File: config.mk
export PLATFORM = sky130hd
export DESIGN_NAME = drysponge_mix_engine
export DESIGN_NICKNAME = d
export VERILOG_FILES = /design/src/rtl/drysponge_pkg.sv /design/src/rtl/Gascon_Core_Round.sv /design/src/rtl/drysponge_mix_sel.sv /design/src/rtl/mixsx32.sv /design/src/rtl/drysponge_mix_engine.sv
export SDC_FILE = /design/constraint.sdc
export NUM_CORES = 2
export LEC_CHECK = 0
export ABC_CLOCK_PERIOD_IN_PS = 36200
export BUFFER_PORTS_ARGS = -buffer_cell sky130_fd_sc_hd__buf_2
export CAP_MARGIN = 20
export CORE_MARGIN = 5
export CORE_UTILIZATION = 40
export DETAILED_ROUTE_END_ITERATION = 16
export PLACE_DENSITY = 0.55
export SKIP_LAST_GASP = 1
export SLEW_MARGIN = 0
export SYNTH_ARGS = -nofsm -noshare
export SYNTH_HDL_FRONTEND = slang
export SYNTH_SLANG_ARGS = --single-unit
File: constraint.sdc
create_clock -name clk -period 36.2 [get_ports clk]
set_input_delay 7.24 -clock clk [delete_from_list [all_inputs] [get_ports clk]]
set_output_delay 7.24 -clock clk [all_outputs]
set_load 0.03 [all_outputs]
File: src/rtl/drysponge_pkg.sv
// drysponge_pkg: shared mix-engine FSM encoding and GASCON round helpers -- rev 1.0
`default_nettype none

package drysponge_pkg;

  typedef enum logic [2:0] {
    IDLE      = 3'd0,
    MIX_START = 3'd1,
    MIX_WAIT  = 3'd2,
    GAS_START = 3'd3,
    GAS_WAIT  = 3'd4,
    FINISH    = 3'd5
  } mix_state_t;

  function automatic int steps_f(input int total, input int dwidth);
    return (total + dwidth - 1) / dwidth;
  endfunction

  function automatic logic [63:0] rotr64_f(input logic [63:0] v, input int n);
    return (v >> n) | (v << (64 - n));
  endfunction

  // Two rotation amounts per 64-bit lane of the linear diffusion layer.
  function automatic int rot_amt_f(input int w, input int k);
    case (w)
      0:       return (k == 0) ? 19 : 28;
      1:       return (k == 0) ? 61 : 39;
      2:       return (k == 0) ? 1  : 6;
      3:       return (k == 0) ? 10 : 17;
      4:       return (k == 0) ? 7  : 41;
      5:       return (k == 0) ? 31 : 26;
      6:       return (k == 0) ? 53 : 58;
      7:       return (k == 0) ? 9  : 46;
      default: return (k == 0) ? 43 : 50;
    endcase
  endfunction

  function automatic logic [7:0] round_const_f(input int r);
    return 8'(((15 - r) << 4) | r);
  endfunction

endpackage

`default_nettype wire

File: src/rtl/Gascon_Core_Round.sv
// Gascon_Core_Round: ROUND_COUNT GASCON permutation rounds on C, one per cycle; reset loads c_in -- rev 1.0
`default_nettype none

module Gascon_Core_Round
  import drysponge_pkg::*;
#(
  parameter  int CWORDS64    = 5,
  parameter  int ROUND_COUNT = 1,
  localparam int CWIDTH      = CWORDS64 * 64,
  localparam int MID         = CWORDS64 / 2,
  localparam int CNT_W       = $clog2(ROUND_COUNT + 1)
) (
  input  logic              clk,
  input  logic              rst,
  input  logic [CWIDTH-1:0] c_in,
  output logic              done,
  output logic [CWIDTH-1:0] gas_out
);

  logic [CWIDTH-1:0] s_q, s_d;
  logic [CNT_W-1:0]  cnt_q, cnt_d;
  logic              done_q, done_d;

  function automatic logic [CWIDTH-1:0] round_f(input logic [CWIDTH-1:0] c, input logic [7:0] rc);
    logic [63:0] x [CWORDS64];
    logic [63:0] t [CWORDS64];
    logic [CWIDTH-1:0] r;
    for (int i = 0; i < CWORDS64; i++) x[i] = c[i*64 +: 64];
    x[MID] = x[MID] ^ {56'd0, rc};
    // Generalised 5-bit-style sbox over an odd number of lanes.
    for (int i = 0; i <= MID; i++) x[2*i] = x[2*i] ^ x[(2*i + CWORDS64 - 1) % CWORDS64];
    for (int i = 0; i < CWORDS64; i++) t[i] = ~x[i] & x[(i + 1) % CWORDS64];
    for (int i = 0; i < CWORDS64; i++) x[i] = x[i] ^ t[(i + 1) % CWORDS64];
    for (int i = 0; i <= MID; i++) x[(2*i + 1) % CWORDS64] = x[(2*i + 1) % CWORDS64] ^ x[2*i];
    x[MID] = ~x[MID];
    for (int i = 0; i < CWORDS64; i++)
      x[i] = x[i] ^ rotr64_f(x[i], rot_amt_f(i, 0)) ^ rotr64_f(x[i], rot_amt_f(i, 1));
    r = '0;
    for (int i = 0; i < CWORDS64; i++) r[i*64 +: 64] = x[i];
    return r;
  endfunction

  always_comb begin
    s_d    = s_q;
    cnt_d  = cnt_q;
    done_d = done_q;
    if (!done_q) begin
      s_d    = round_f(s_q, round_const_f(int'(cnt_q)));
      cnt_d  = cnt_q + 1'b1;
      done_d = (cnt_q == CNT_W'(ROUND_COUNT - 1));
    end
  end

  always_ff @(posedge clk) begin
    if (rst) begin
      s_q    <= c_in;
      cnt_q  <= '0;
      done_q <= 1'b0;
    end else begin
      s_q    <= s_d;
      cnt_q  <= cnt_d;
      done_q <= done_d;
    end
  end

  assign done    = done_q;
  assign gas_out = s_q;

endmodule

`default_nettype wire

File: src/rtl/drysponge_mix_sel.sv
// drysponge_mix_sel: zero-pads the operand vector and picks the DWIDTH slice for step j -- rev 1.0
`default_nettype none

module drysponge_mix_sel
  import drysponge_pkg::*;
#(
  parameter int TOTAL  = 132,
  parameter int DWIDTH = 10,
  parameter int STEPS  = 14,
  parameter int J_W    = 4
) (
  input  logic [TOTAL-1:0]  v,
  input  logic [J_W-1:0]    j,
  output logic [DWIDTH-1:0] d
);

  logic [STEPS*DWIDTH-1:0] v_pad;

  always_comb begin
    v_pad = '0;
    v_pad[TOTAL-1:0] = v;
    d = '0;
    for (int s = 0; s < STEPS; s++) begin
      if (j == J_W'(s)) d = v_pad[s*DWIDTH +: DWIDTH];
    end
  end

endmodule

`default_nettype wire

File: src/rtl/mixsx32.sv
// mixsx32: XORs a selector-chosen X word into the low half of every C lane; reset acts as start -- rev 1.0
`default_nettype none

module mixsx32 #(
  parameter  int CWORDS64 = 5,
  parameter  int XWORDS32 = 4,
  localparam int IDX_W    = $clog2(XWORDS32),
  localparam int DWIDTH   = CWORDS64 * IDX_W,
  localparam int CWIDTH   = CWORDS64 * 64,
  localparam int XWIDTH   = XWORDS32 * 32
) (
  input  logic              clk,
  input  logic              rst,
  input  logic [CWIDTH-1:0] c_in,
  input  logic [XWIDTH-1:0] x_in,
  input  logic [DWIDTH-1:0] d_in,
  output logic              data_rdy,
  output logic [CWIDTH-1:0] mix_out
);

  logic [CWIDTH-1:0] out_q, out_d;
  logic              rdy_q, rdy_d;
  logic [CWIDTH-1:0] mixed;

  always_comb begin
    mixed = c_in;
    for (int w = 0; w < CWORDS64; w++) begin
      for (int k = 0; k < XWORDS32; k++) begin
        if (d_in[w*IDX_W +: IDX_W] == IDX_W'(k))
          mixed[w*64 +: 32] = c_in[w*64 +: 32] ^ x_in[k*32 +: 32];
      end
    end
  end

  always_comb begin
    out_d = out_q;
    rdy_d = rdy_q;
    if (!rdy_q) begin
      out_d = mixed;
      rdy_d = 1'b1;
    end
  end

  always_ff @(posedge clk) begin
    if (rst) begin
      out_q <= '0;
      rdy_q <= 1'b0;
    end else begin
      out_q <= out_d;
      rdy_q <= rdy_d;
    end
  end

  assign data_rdy = rdy_q;
  assign mix_out  = out_q;

endmodule

`default_nettype wire

File: src/rtl/drysponge_mix_engine.sv
// drysponge_mix_engine: DryGASCON mix phase, STEPS mix steps interleaved with STEPS-1 GASCON rounds -- rev 1.0
`default_nettype none

module drysponge_mix_engine
  import drysponge_pkg::*;
#(
  parameter  int CWORDS64 = 5,
  parameter  int XWORDS32 = 4,
  parameter  int IN_WIDTH = 128,
  parameter  int DS_WIDTH = 4,
  localparam int CWIDTH   = CWORDS64 * 64,
  localparam int XWIDTH   = XWORDS32 * 32,
  localparam int IDX_W    = $clog2(XWORDS32),
  localparam int DWIDTH   = CWORDS64 * IDX_W,
  localparam int TOTAL    = IN_WIDTH + DS_WIDTH,
  localparam int STEPS    = steps_f(TOTAL, DWIDTH),
  localparam int J_W      = $clog2(STEPS + 1)
) (
  input  logic                clk,
  input  logic                reset_n,
  input  logic                start,
  input  logic [CWIDTH-1:0]   c_in,
  input  logic [XWIDTH-1:0]   x_in,
  input  logic [IN_WIDTH-1:0] i_in,
  input  logic [DS_WIDTH-1:0] ds_in,
  output logic                busy,
  output logic                done,
  output logic [CWIDTH-1:0]   c_out,
  output logic [J_W-1:0]      step_idx
);

  if ((XWORDS32 < 2) || ((XWORDS32 & (XWORDS32 - 1)) != 0)) begin : g_bad_xwords
    $error("XWORDS32 must be a power of 2 and at least 2");
  end
  if ((IN_WIDTH != 128) && (IN_WIDTH != 256)) begin : g_bad_in_width
    $error("IN_WIDTH must be 128 or 256");
  end

  mix_state_t        state_q, state_d;
  logic [J_W-1:0]    j_q, j_d;
  logic [CWIDTH-1:0] c_q, c_d;
  logic [XWIDTH-1:0] x_q, x_d;
  logic [TOTAL-1:0]  v_q, v_d;
  logic [DWIDTH-1:0] sel_q, sel_d;
  logic              busy_q, busy_d;
  logic              done_q, done_d;
  logic [CWIDTH-1:0] c_out_q, c_out_d;

  logic [DWIDTH-1:0] sel_w;
  logic              mix_start, gas_start, mix_rst, gas_rst;
  logic              mix_rdy, gas_done;
  logic [CWIDTH-1:0] mix_out, gas_out;

  assign mix_start = (state_q == MIX_START);
  assign gas_start = (state_q == GAS_START);
  assign mix_rst   = ~reset_n | mix_start;
  assign gas_rst   = ~reset_n | gas_start;

  drysponge_mix_sel #(
    .TOTAL  (TOTAL),
    .DWIDTH (DWIDTH),
    .STEPS  (STEPS),
    .J_W    (J_W)
  ) u_sel (
    .v (v_q),
    .j (j_q),
    .d (sel_w)
  );

  mixsx32 #(
    .CWORDS64 (CWORDS64),
    .XWORDS32 (XWORDS32)
  ) u_mix (
    .clk      (clk),
    .rst      (mix_rst),
    .c_in     (c_q),
    .x_in     (x_q),
    .d_in     (sel_q),
    .data_rdy (mix_rdy),
    .mix_out  (mix_out)
  );

  Gascon_Core_Round #(
    .CWORDS64    (CWORDS64),
    .ROUND_COUNT (1)
  ) u_gas (
    .clk     (clk),
    .rst     (gas_rst),
    .c_in    (c_q),
    .done    (gas_done),
    .gas_out (gas_out)
  );

  always_comb begin
    state_d = state_q;
    j_d     = j_q;
    c_d     = c_q;
    x_d     = x_q;
    v_d     = v_q;
    sel_d   = sel_q;
    busy_d  = busy_q;
    done_d  = 1'b0;
    c_out_d = c_out_q;
    case (state_q)
      IDLE: begin
        if (start) begin
          c_d     = c_in;
          x_d     = x_in;
          v_d     = {ds_in, i_in};
          j_d     = '0;
          busy_d  = 1'b1;
          state_d = MIX_START;
        end
      end
      MIX_START: begin
        sel_d   = sel_w;
        state_d = MIX_WAIT;
      end
      MIX_WAIT: begin
        if (mix_rdy) begin
          c_d = mix_out;
          // Last step is mix-only: publish the result so done and c_out align.
          if (j_q == J_W'(STEPS - 1)) begin
            c_out_d = mix_out;
            done_d  = 1'b1;
            busy_d  = 1'b0;
            state_d = FINISH;
          end else begin
            state_d = GAS_START;
          end
        end
      end
      GAS_START: state_d = GAS_WAIT;
      GAS_WAIT: begin
        if (gas_done) begin
          c_d     = gas_out;
          j_d     = j_q + 1'b1;
          state_d = MIX_START;
        end
      end
      FINISH:  state_d = IDLE;
      default: state_d = IDLE;
    endcase
  end

  always_ff @(posedge clk) begin
    if (!reset_n) begin
      state_q <= IDLE;
      j_q     <= '0;
      c_q     <= '0;
      x_q     <= '0;
      v_q     <= '0;
      sel_q   <= '0;
      busy_q  <= 1'b0;
      done_q  <= 1'b0;
      c_out_q <= '0;
    end else begin
      state_q <= state_d;
      j_q     <= j_d;
      c_q     <= c_d;
      x_q     <= x_d;
      v_q     <= v_d;
      sel_q   <= sel_d;
      busy_q  <= busy_d;
      done_q  <= done_d;
      c_out_q <= c_out_d;
    end
  end

  assign busy     = busy_q;
  assign done     = done_q;
  assign c_out    = c_out_q;
  assign step_idx = j_q;

endmodule

`default_nettype wire

# [After elaboration in Yosys (flattened, before gate mapping)]
# Cells that the tools add are included.
# W data, S select, Z words.
[totals] ff_bits=1562 in_bits=583 word_cells=234
[classes] n_addsub=13 n_eq_ne=37 shifts=20 n_mux=65 bitwise=68 reduce_logical=17
[op_table] cell="$mux W320" count=5
[op_table] cell="$xor A64 B64 Y64" count=21
[op_table] cell="$mux W32" count=30
[op_table] cell="$pmux W320 S3" count=1
[op_table] cell="$or A64 B64 Y64" count=10
[op_table] cell="$shl A64 B32 Y64" count=10
[op_table] cell="$shr A64 B32 Y64" count=10
[op_table] cell="$xor A32 B32 Y32" count=20
[op_table] cell="$not A64 Y64" count=6
[op_table] cell="$and A64 B64 Y64" count=5
[op_table] cell="$sub A8 B32 Y32 const A" count=10
[op_table] cell="$mux W10" count=14
[op_table] cell="$xor A64 B8 Y64" count=1
[op_table] cell="$eq A4 B4 Y1 const B" count=6
[op_table] cell="$eq A2 B2 Y1 const B" count=10
[op_table] cell="$eq A4 B3 Y1 const B" count=4
[op_table] cell="$pmux W3 S5" count=1
[op_table] cell="$mux W3" count=4
[op_table] cell="$reduce_and A3 Y1" count=4
[op_table] cell="$eq A2 B1 Y1 const B" count=5
[op_table] cell="$logic_not A2 Y1" count=5
[op_table] cell="$eq A4 B2 Y1 const B" count=2
[op_table] cell="$mux W4" count=2
[op_table] cell="$or A8 B2 Y8" count=1
[op_table] cell="other kinds (20)" count=33

# [Longest topological paths before layout]
[depth] depth_word=15 ltp_mapped=11

# [Cells and area by module]
# From an unflattened synthesis, not the netlist that was laid out.
[unflattened] cells_unflattened=9584 hier_area_um2=93606.0
[modules_own_cells] module="drysponge_mix_engine" instances=1 cells_per_inst=4849 area_each_um2=39268.9 seq_area_each_um2=18397.6
[modules_own_cells] module="Gascon_Core_Round" instances=1 cells_per_inst=2384 area_each_um2=29832.4 seq_area_each_um2=9649.3
[modules_own_cells] module="mixsx32" instances=1 cells_per_inst=2119 area_each_um2=22960.8 seq_area_each_um2=6426.2
[modules_own_cells] module="drysponge_mix_sel" instances=1 cells_per_inst=232 area_each_um2=1544.0 seq_area_each_um2=0.0

# [Least setup slack after synthesis]
# OpenSTA, ideal clock, no wires.
[synth_timing] kind="input to register" from="input port reset_n" to="register u_gas.s_q[0], in the netlist u_gas.gas_out[0], enable pin" t_arrival_ps=14671 required_ps=33017 slack_ps=18346 stages=2 cell_sequence="clkbuf_1 nand3_1"
[synth_between] elab_chain_cells=3
[synth_rtl] element="start, declared" line="drysponge_mix_engine.sv:20" source="input logic reset_n,"
[synth_rtl] element="$not A1 Y1" line="drysponge_mix_engine.sv:57" source="assign gas_rst = ~reset_n | gas_start;"
[synth_rtl] element="$or A1 B1 Y1" line="drysponge_mix_engine.sv:57"
[synth_rtl] element="$ne A2 B2 Y1 (no line)"
[synth_rtl] element="end signal, assigned" line="Gascon_Core_Round.sv:56" source="s_q <= c_in;"
[synth_rtl] element="end, declared" line="Gascon_Core_Round.sv:20" source="logic [CWIDTH-1:0] s_q, s_d;"
# No other way between the ends.
# A chain may end at the register's enable or synchronous reset.

# [Worst setup path after layout]
[layout_timing] from="input port reset_n" to="register c_q[122]"
[layout_lines] element="end signal, assigned" line="drysponge_mix_engine.sv:150" source="c_q <= '0;"
[layout_lines] element="end signal, assigned" line="drysponge_mix_engine.sv:160" source="c_q <= c_d;"
[layout_lines] element="end, declared" line="drysponge_mix_engine.sv:41" source="logic [CWIDTH-1:0] c_q, c_d;"
# No word-level cell between the ends.

==> impl_metrics.yaml <==
run_status:
  status: "finished, final reports clean"
route:
  num_vias: 71390
  drc: 0
  firstDrtPassIters: 6
  viasPerCell: 5.720
  avgRoutedWirePerCell_um: 29.80
  ant_nets: 0
  drt_iter0_drc: 8573
  routed_wl_um: 372000
timing:
  clock-skew-final_ns: 0.03799
  worst-slew-pin-transition_ns: 1.328
  fin_crit_ns: 10.51
  rsz0062_at_grt: "false"
  finalSetupViolations: 0
  slew_headroom: 0.1086
  setup_tns_ns: 0
  timing.fmax_ghz: 0.09519
  drv_slew: 0
  period_share: 0.2902
  finalHoldViolCount: 0
critical_path:
  crit_type: "input pin to register"
  cp-start-kind: "input pin"
  cp.arrival_ns: 11.16
  required_ns: 36.86
  cp_max_fo: 139
  r2r_cells: 7
  crit_path_end_kind: "register"
clock_tree:
  clk_pin_slew_worst_paths_ns: 0.06
  ctsLongestPathBuffers: 3
  post_cts_buffers: 0
  clock_sinks: 1562
  cts_resized: 0
  root_buffer: "clkbuf_16"
  clock_latency_ns: 0.86
  cts_hold_buf: 0
  tritoncts: "done"
  cts_buffers: 175
  cts-htree-levels: 4
finish:
  syn2layout_area_growth_pct: 15.13
  nNetsFinal: 10360
  final_area_mm2: 0.09301
  drive_above_1_share: 0.1630
  instances_no_fill: 12480
synth:
  synthCells: 9078
  synth-compound-area-share: 0.1536
  ys_warn_count: 0
  yosys.cell_types.count: 60
  yosysTopAreaCellShare: 0.3078
  synth_largest_area_cell: "dfxtp_1"
  ys_ff_latch: 1562
  ys_top_cells_by_area: "dfxtp_1 31%, edfxtp_1 12%, xnor2_1 11%"
  yosys.area_share.simple: 0.1370
  syn_area_mm2: 0.08078
  synthXorXnorAreaFrac: 0.1422
  synth_top_family_by_area: "compound AO/OA/AOI/OAI gates"
  synth.area.mux_share: 0.06830
  avgSynthCellArea_um2: 8.899
  synth_adder_area_share: 0.02776
  synthArstFlopShare: 0
  synth-edff-count: 320
  synth-main-ff-cell: "dfxtp_1"
  syn_nets: 9793
  yosysSeqAreaShare: 0.4267
floorplan:
  coreArea_mm2: 0.2015
  dieWidth_um: 459.4
  die_height_um: 459.4
  row_count: 165
  start_util: 0.4009
  dieArea_mm2: 0.2110
  pin_count: 909
run:
  max_cap_viol_count: 0
place:
  placedInstanceArea_mm2: 0.08696
  gp_congestion: 1.066
  portBuffers: 908
  place_inst: 12140
  hpwl_um: 290500
global_routing:
  antenna_found_initial: 28
  grt_pass1_vias: 67180
  globalRouteTotalUtil: 0.3381
  grt_max_degree: 183
  overflow: 0
  grt_pass1_wl_um: 511000
worst_hold_path:
  hold_class: "register to register"
  min_path_cells: 2
-- registers in the layout, summed over array words and instances, names as in the netlist --
register / flops
busy: 1
c_out: 320
c_q: 320
done: 1
sel_q: 10
state_q: 3
step_idx: 4
u_gas.cnt_q: 1
u_gas.done: 1
u_gas.gas_out: 320
u_mix.data_rdy: 1
u_mix.mix_out: 320
v_q: 132
x_q: 128
-- worst paths after layout --
path	end	start	slack [ns]
setup / recovery	c_q[122]	reset_n	25.69
hold / removal	c_out[286]	c_out[286]	0.45
setup reg to reg	u_mix.mix_out[202]	u_mix.data_rdy	31.27
hold reg to reg	c_out[286]	c_out[286]	0.45
-- layer usage --
| layer | part of all wire | vias up | GRT usage | wire length (um) |
|---|---|---|---|---|
| met3 | 0.098 | 603 | 0.08764 | 36370 |
| met4 | 0.058 | 18 | 0.1670 | 21430 |
| met1 | 0.41 | 35240 | 0.4499 | 152600 |
| met5 | 0.00028 | - | 0 | 103 |
| li1 | - | 32110 | - | - |
| met2 | 0.43 | 3427 | 0.5097 | 161500 |
-- cells by family (layout without fill, tap and decap cells) --
logic type               Yosys count  count (layout)
AO/OA/AOI/OAI                   1915            1915
XOR/XNOR                        1307            1307
adder cells (fa/ha/maj)          191             191
buffers and inverters            852            1570
flip-flops                      1562            1562
multiplexers                     351             351
other                              0              13
AND/OR/NAND/NOR                 2900            2900
-- synthesized netlist by cell type (13+ instances only) --
cell	number
a22oi_1	324
nor2b_1	14
o21ai_0	374
dfxtp_1	1242
mux4_2	160
a21oi_1	818
buf_4	25
maj3_1	59
buf_2	166
nand2_1	1980
clkbuf_1	408
ha_1	132
xnor2_1	1038
inv_1	205
a311oi_2	97
mux2i_1	189
xor2_1	264
edfxtp_1	320
a311oi_1	226
o22ai_1	13
buf_1	32
nor2_1	845
nand3_1	16
-- area by class of cell --
type,count,area (um2)
antenna,13,32.53
clock buffer,267,5256
inverter,209,792.0
sequential,1562,34490
tap,2672,3343
timing repair buffer,1035,5660
fill,20000,108500
clock inverter,59,644.4
multi-input combinational,6664,42790
-- metrics by stage --
| step | hold slack [ns] | utilization | setup slack (ns) |
|---|---|---|---|
| 2_1_floorplan | 0.4312 | - | 18.35 |
| 3_3_place_gp | 0.4379 | 0.4313 | 24.53 |
| 3_5_place_dp | 0.4419 | 0.4316 | 24.47 |
| 4_1_cts | 0.4501 | 0.4608 | 25.36 |
| 5_1_grt | 0.4625 | 0.4615 | 25.49 |
| 6_report | 0.4497 | 0.4616 | 25.69 |
-- cells in the final DEF (no fill, tap or decap), types with 14 or more instances in the layout --
master        n
a21oi_1     818
a22oi_1     324
a311oi_1    226
a311oi_2     97
buf_2       908
buf_4       115
clkbuf_1     49
clkbuf_16   184
clkbuf_8     34
clkinv_2     29
dfxtp_1    1231
edfxtp_1    320
ha_1        131
inv_1       205
maj3_1       59
mux2i_1     189
mux4_2      160
nand2_1    1977
nand3_1      15
nor2_1      845
nor2b_1      14
o21ai_0     374
xnor2_1    1038
xor2_1      264
-- worst max-delay path, cell delays in order --
cell and delay (ns):
buf_2 0.23, inv_8 0.30, buf_16 0.47, buf_4 0.85, buf_4 0.81, buf_4 0.89, a311oi_1 0.12
Power is not shown: default switching activity piles up to over one toggle a cycle in this logic, so the estimate is an artifact.
